## config.mk

```make
export PLATFORM = sky130hd
export DESIGN_NAME = rr_grant_fsm
export DESIGN_NICKNAME = d
export VERILOG_FILES = /design/src/rtl/rr_grant_fsm.sv
export SDC_FILE = /design/constraint.sdc
export NUM_CORES = 1
export LEC_CHECK = 0
export CORE_UTILIZATION = 43
export CTS_CLUSTER_SIZE = 20
export DETAILED_ROUTE_END_ITERATION = 8
export HOLD_SLACK_MARGIN = 0.06
export PLACE_DENSITY = 0.69
export SKIP_LAST_GASP = 1
export SLEW_MARGIN = 20
export SYNTH_ARGS = -nofsm -noshare
export SYNTH_HDL_FRONTEND = slang
export SYNTH_SLANG_ARGS = --single-unit
```

## constraint.sdc

```tcl
create_clock -name clk -period 1.38 [get_ports clk]
set_input_delay 0.207 -clock clk [delete_from_list [all_inputs] [get_ports clk]]
set_output_delay 0.207 -clock clk [all_outputs]
set_load 0.02 [all_outputs]
```

## src/rtl/rr_grant_fsm.sv

```systemverilog
// Four-client round-robin arbiter with bounded hold time. Each grant is followed by
// one RELEASE cycle and then one IDLE cycle, and a new client wins in that IDLE cycle.
module rr_grant_fsm #(
  parameter int HOLD_MAX = 16,
  parameter int CW       = 5
) (
  input  logic       clk,
  input  logic       reset,
  input  logic [3:0] req,
  output logic [3:0] gnt,
  output logic [1:0] owner,
  output logic       busy,
  output logic       start,
  output logic [1:0] start_id,
  output logic       timeout
);

  typedef enum logic [1:0] {
    IDLE    = 2'd0,
    GRANT   = 2'd1,
    RELEASE = 2'd2
  } state_t;

  localparam logic [CW-1:0] HOLD_LAST = CW'(HOLD_MAX - 1);

  state_t          state_reg, state_next;
  logic [1:0]      owner_reg, owner_next;
  logic [1:0]      ptr_reg, ptr_next;
  logic [CW-1:0]   cnt_reg, cnt_next;
  logic [1:0]      winner;
  logic [1:0]      idx;
  logic            start_raw, timeout_raw;
  logic [1:0]      start_id_raw;
  logic [3:0]      gnt_raw;

  // Scan from farthest to nearest so the client closest after ptr wins.
  always_comb begin
    winner = ptr_reg;
    idx    = ptr_reg;
    for (int k = 4; k >= 1; k--) begin
      idx = ptr_reg + 2'(k);
      if (req[idx]) winner = idx;
    end
  end

  always_comb begin
    state_next   = state_reg;
    owner_next   = owner_reg;
    ptr_next     = ptr_reg;
    cnt_next     = cnt_reg;
    start_raw    = 1'b0;
    start_id_raw = 2'd0;
    timeout_raw  = 1'b0;
    gnt_raw      = 4'b0000;
    case (state_reg)
      IDLE: begin
        if (req != 4'b0000) begin
          start_raw    = 1'b1;
          start_id_raw = winner;
          owner_next   = winner;
          cnt_next     = '0;
          state_next   = GRANT;
        end
      end
      GRANT: begin
        gnt_raw  = 4'b0001 << owner_reg;
        cnt_next = cnt_reg + 1'b1;
        if (!req[owner_reg]) begin
          state_next = RELEASE;
        end else if (cnt_reg == HOLD_LAST) begin
          state_next  = RELEASE;
          timeout_raw = 1'b1;
        end
      end
      RELEASE: begin
        ptr_next   = owner_reg;
        state_next = IDLE;
      end
      default: state_next = IDLE;
    endcase
  end

  always_ff @(posedge clk or posedge reset) begin
    if (reset) begin
      state_reg <= IDLE;
      owner_reg <= 2'd0;
      ptr_reg   <= 2'd3;
      cnt_reg   <= '0;
    end else begin
      state_reg <= state_next;
      owner_reg <= owner_next;
      ptr_reg   <= ptr_next;
      cnt_reg   <= cnt_next;
    end
  end

  // Mealy pulses are masked so nothing fires while reset is held with requests pending.
  assign start    = start_raw & ~reset;
  assign start_id = reset ? 2'd0 : start_id_raw;
  assign timeout  = timeout_raw & ~reset;
  assign gnt      = gnt_raw;
  assign owner    = owner_reg;
  assign busy     = (state_reg != IDLE);

endmodule

```

## Word-level counts from Yosys, hierarchy flattened

Cells that the tools add are included.

| storage, ports and cells | value |
|---|---|
| register bits | 11 |
| bits of input ports | 6 |
| output and inout bits | 11 |

| cells by class | value |
|---|---|
| add/sub/neg operators | 4 |
| order comparisons | 4 |
| equal/unequal tests | 5 |
| shift operators | 1 |
| muxes and demuxes | 26 |
| bitwise operators | 3 |
| reductions and logical operators | 7 |

Operators with widths:

| operator | count |
|---|---|
| two-way mux 2 bit | 9 |
| < comparator 2 x 3 -> 1 bit (second input constant) | 4 |
| case mux 5 bit (2 select lines) | 1 |
| two-way mux 1 bit | 9 |
| binary-select mux 1 bit (select 2 bit) | 4 |
| AND reduction 2 bit | 3 |
| adder 5 x 1 -> 5 bit (second input constant) | 1 |
| == test 5 x 4 -> 1 bit (second input constant) | 1 |
| two-way mux 5 bit | 1 |
| adder 2 bit (second input constant) | 2 |
| two-way mux 4 bit | 1 |
| case mux 2 bit (2 select lines) | 1 |
| nonzero test 2 bit | 2 |
| nonzero test 4 bit | 1 |
| << shifter 1 x 2 -> 4 bit (first input constant) | 1 |
| != test 3 bit (second input constant) | 1 |
| adder 2 x 1 -> 2 bit (second input constant) | 1 |
| AND 1 bit | 2 |
| == test 2 x 1 -> 1 bit (second input constant) | 1 |
| == test 2 bit (second input constant) | 1 |
| logical NOT 2 bit | 1 |
| != test 2 bit (second input constant) | 1 |
| inverter 1 bit | 1 |

## Logic depth before layout (Yosys ltp)

| depth | value |
|---|---|
| depth in word-level cells | 9 |
| mapped depth | 6 |
| depth with buffers taken out | 6 |

## Least setup slack after synthesis

No wires, ideal clock.

| timing path | value |
|---|---|
| kind | reg-to-output |
| start | register state_reg[1] |
| end | output port start_id[1] |
| arrival time | 1.511 ns |
| slack | -0.338 ns |
| cell stages (with the launch flop) | 5 |
| path through | dfrtp_1 > or2_1 > buf_6 > or3_4 > nor4_2 |

| on the way | value |
|---|---|
| longest elaborated chain between the ends | 3 |

RTL lines:

| element | line | source |
|---|---|---|
| start, declared | 26 | `state_t state_reg, state_next;` |
| start signal, assigned | 90 | `state_reg <= state_next;` |
| logical NOT 2 bit | 55 | `case (state_reg)` |
| two-way mux 2 bit | 55 |  |
| two-way mux 2 bit | 99 | `assign start_id = reset ? 2'd0 : start_id_raw;` |
| end, declared | 14 | `output logic [1:0] start_id,` |

Every way passes these cells.

## Final worst setup path

Same ends and word-level chain as after synthesis.

==> run summary <==
The number of global-route vias before repair came to 726. CTS saw 11 sinks. The peak supply drop is 1270 uV. TritonCTS built the clock tree. Entering global routing, the biggest net connects 12 pins. 17 I/O pins were placed.

The number of pins with negative max-slew slack in the final report came out at 0. The final number of setup-violating endpoints came out at 14. Of the cells placed in the final design, the portion with a size suffix greater than 1 is 61.1%. The headroom to the max-slew limit is 78.9%. The DRC marker count from the first detailed-route iteration came out at 13. The worst setup path is launched from a flip-flop.

The remaining antenna violation count after routing came out at 0. Of all cell types, the one taking the most synthesized area is sky130_fd_sc_hd__dfrtp_1. The achievable frequency is 0.536 GHz.

The worst setup path is captured at an output port. The clock buffer count from CTS came out at 3. The die is 42.7 um wide. The number of H-tree levels is 1. The clock latency of the later-clocked register in the worst-skew pair came out at 280 ps. The data required time of the worst path is 1170 ps. The diode insertion count for antenna repair came out at 0. Counting tap cells, the placed design contains a total of 129 instances. The unique cell type count in the Yosys netlist is 36. The floorplan core area is 1520 um2. The cell area that synthesis handed to floorplanning was 712 um2. Sorting the synthesized cells by area gives the leading types as sky130_fd_sc_hd__dfrtp_1 32%, sky130_fd_sc_hd__dfstp_2 7.4%, sky130_fd_sc_hd__o21ai_0 4.9%. For the final database, setup skew stands at 14.9 ps. The number of buffers inserted by hold repair at cts came out at 0.

The final critical path time including I/O delays and setup came out at 1870 ps. The gate count of the mapped netlist is 74. The number of max-capacitance violations reported is 0. The area growth from synthesis to layout is 83.1%.

Setup repair after global routing could not meet its margin everywhere. The transition time at the pin with the least slew margin came out at 315 ps. The count of yosys warnings during synthesis came out at 0. For the worst setup path, the data arrival time is 1660 ps. The die extent in y is 42.7 um. Setup slack on the critical path of the routed design comes to -486 ps. The aggregate global routing overflow came out at 0. The critical path in this run is classified as reg -> out. For this configuration, the core starts out at a cell density of 46.7%. The area of the die is 1820 um2. The post-DP HPWL came out at 1450 um. In this run the worst hold path is classified as in -> async. The flow ran to the end, but the final reports show violations. The number of cells in the finished layout apart from fillers came out at 142.

The pre-antenna-repair detailed-routing pass consisted of 4 iterations. The placement-stage worst setup slack came out at -865 ps. The global-route usage over all layers is 24.8%. The DRC violation count after routing is 0. The number of nets in the layout came out at 135. The number of flip-flops under the largest register name came out at 5. The number of vias per cell is 5.72. Summing all flip-flop and latch instances after layout gives 279 um2. The root cell of the clock tree is sky130_fd_sc_hd__clkbuf_4. Of the available clock period, the critical path in the final layout requires 135%. The wire length of the first global-routing pass is 3290 um. After floorplanning, the core was divided into 14 placement rows. The number of buffer cells added on primary ports is 16. The synthesized design contains 11 register bits. Counting every net in the synthesized netlist gives 82. The proportion of netlist area held by the largest area contributor came out at 31.6%.

The register area share after synthesis came out at 39.0%. The layout has 95 filler cells. The average wire per cell in the routed design is 16.7 um.

The final reports fail on negative setup slack. The placer's final routability congestion estimate came out at 0.746. The mean instance size in the synthesized netlist is 9.62 um2. The multi-input gate area in the final layout came out at 524 um2. For this design the ratio of total power to cell area is 2100 nW/um2. The CTS clock-pin slew for the worst setup and hold paths came out at 90 ps. The routed wire length is 2370 um. The number of antenna violations at the first check in global routing is 0.

Of all nets on the critical path, the largest fanout is 3. In this run the static leakage power is 0.601 nW. The final count of hold timing violations is 0. The number of buffers on the longest clock path came out at 2. The total via count in the routed design is 812.
==> power by group <==
group          switching [mW]  internal [mW]
sequential              0.111          0.472
combinational           0.898           1.04
clock                   0.119          0.107
total                    1.13           1.62
==> worst max-delay path, stage by stage (launching register included) <==
cell                      delay (ps)
sky130_fd_sc_hd__dfrtp_1         390
sky130_fd_sc_hd__or2_4           260
sky130_fd_sc_hd__or3_4           410
sky130_fd_sc_hd__nor4_4          150
sky130_fd_sc_hd__buf_4           180
==> what timing repair did <==
item / in CTS / in global routing
buffers inserted: 7 / 3
pin swaps: 6 / 8
setup endpoints to repair: 13 / 17
gates resized for setup: 71 / 19
==> cells by family after synthesis <==
kind of cell / share of synthesized area (%)
simple gates: 28.8
mux: 6.15
buf+inv: 4.74
compound gates: 16.5
xor+xnor: 1.23
fa+ha+maj: 3.51
flops: 39.0
==> cell type report <==
class,count,area share [%]
Tap cell,16,1.54
Clock buffer,3,1.73
Clock inverter,1,0.384
Inverter,5,1.44
Multi-Input combinational cell,56,40.2
Sequential cell,11,21.4
Timing Repair Buffer,50,33.3
==> per-stage QoR <==
stage / power, mW / hold slack [ps] / utilization, % / area, um2 / setup TNS, ps
detailed placement: 2.00 / 508 / 71.7 / 1090 / -5940
global placement: 1.96 / 498 / 71.7 / 1090 / -5550
global route: 2.90 / 463 / 85.6 / 1300 / -4740
finish: 2.74 / 430 / 85.6 / 1300 / -3990
floorplan: 1.31 / 66.0 / - / 739 / -561
CTS: 2.43 / 425 / 79.7 / 1210 / -3570
==> synth_stat cells <==
master                     n
sky130_fd_sc_hd__a211oi_1  1
sky130_fd_sc_hd__a21boi_0  1
sky130_fd_sc_hd__a21o_1    1
sky130_fd_sc_hd__a21oi_1   3
sky130_fd_sc_hd__a31oi_1   1
sky130_fd_sc_hd__a32oi_1   1
sky130_fd_sc_hd__and2b_2   1
sky130_fd_sc_hd__and3_1    3
sky130_fd_sc_hd__and4_1    1
sky130_fd_sc_hd__buf_6     1
sky130_fd_sc_hd__clkbuf_1  1
sky130_fd_sc_hd__dfrtp_1   9
sky130_fd_sc_hd__dfstp_2   2
sky130_fd_sc_hd__ha_1      2
sky130_fd_sc_hd__inv_1     5
sky130_fd_sc_hd__mux2_2    1
sky130_fd_sc_hd__mux2i_1   1
sky130_fd_sc_hd__mux4_2    1
sky130_fd_sc_hd__nand2_1   7
sky130_fd_sc_hd__nand2b_1  4
sky130_fd_sc_hd__nand3_1   1
sky130_fd_sc_hd__nand3b_1  1
sky130_fd_sc_hd__nor2_1    3
sky130_fd_sc_hd__nor3_1    2
sky130_fd_sc_hd__nor4_2    1
sky130_fd_sc_hd__nor4_4    1
sky130_fd_sc_hd__o211ai_1  1
sky130_fd_sc_hd__o21ai_0   7
sky130_fd_sc_hd__o22ai_1   1
sky130_fd_sc_hd__o41ai_2   1
sky130_fd_sc_hd__or2_1     2
sky130_fd_sc_hd__or2_2     2
sky130_fd_sc_hd__or2b_1    1
sky130_fd_sc_hd__or3_1     1
sky130_fd_sc_hd__or3_4     1
sky130_fd_sc_hd__xor2_1    1
==> placed cells by master, fill, tap and decap left out, types with 2 or more instances in the layout <==
| cell | n |
|---|---|
| sky130_fd_sc_hd__buf_4 | 30 |
| sky130_fd_sc_hd__buf_6 | 13 |
| sky130_fd_sc_hd__dfrtp_1 | 8 |
| sky130_fd_sc_hd__nand2_1 | 6 |
| sky130_fd_sc_hd__dlygate4sd2_1 | 6 |
| sky130_fd_sc_hd__inv_1 | 5 |
| sky130_fd_sc_hd__o21ai_0 | 4 |
| sky130_fd_sc_hd__nand2b_1 | 3 |
| sky130_fd_sc_hd__and3_4 | 3 |
| sky130_fd_sc_hd__clkbuf_4 | 3 |
| sky130_fd_sc_hd__nor2_1 | 2 |
| sky130_fd_sc_hd__or2_2 | 2 |
| sky130_fd_sc_hd__a21oi_1 | 2 |
| sky130_fd_sc_hd__or2_4 | 2 |
| sky130_fd_sc_hd__nor4_4 | 2 |
| sky130_fd_sc_hd__o21ai_1 | 2 |
| sky130_fd_sc_hd__or3_4 | 2 |
| sky130_fd_sc_hd__dfstp_2 | 2 |
==> final timing paths <==
path                              start           end  depth (start not counted)  slack, ps
setup / recovery           state_reg[1]   start_id[1]                          4       -490
hold / removal                    reset  state_reg[1]                          4        430
setup reg to reg           state_reg[1]      owner[1]                          6       -290
hold reg to reg              ptr_reg[0]    ptr_reg[0]                          2        520
max in group asynchronous         reset    ptr_reg[1]                          4        700
min in group clk             ptr_reg[0]    ptr_reg[0]                          2        520
==> metal layers <==
metal	GRT usage, %	share of wire (%)	routed length, um	up-vias
met2	39.1	49	1170	25
li1	-	-	-	379
met5	0	0	0	-
met3	3.83	3.7	88	10
met4	9.38	4.3	102	0
met1	34.1	43	1010	398
Power figures use the tool's default switching activity.
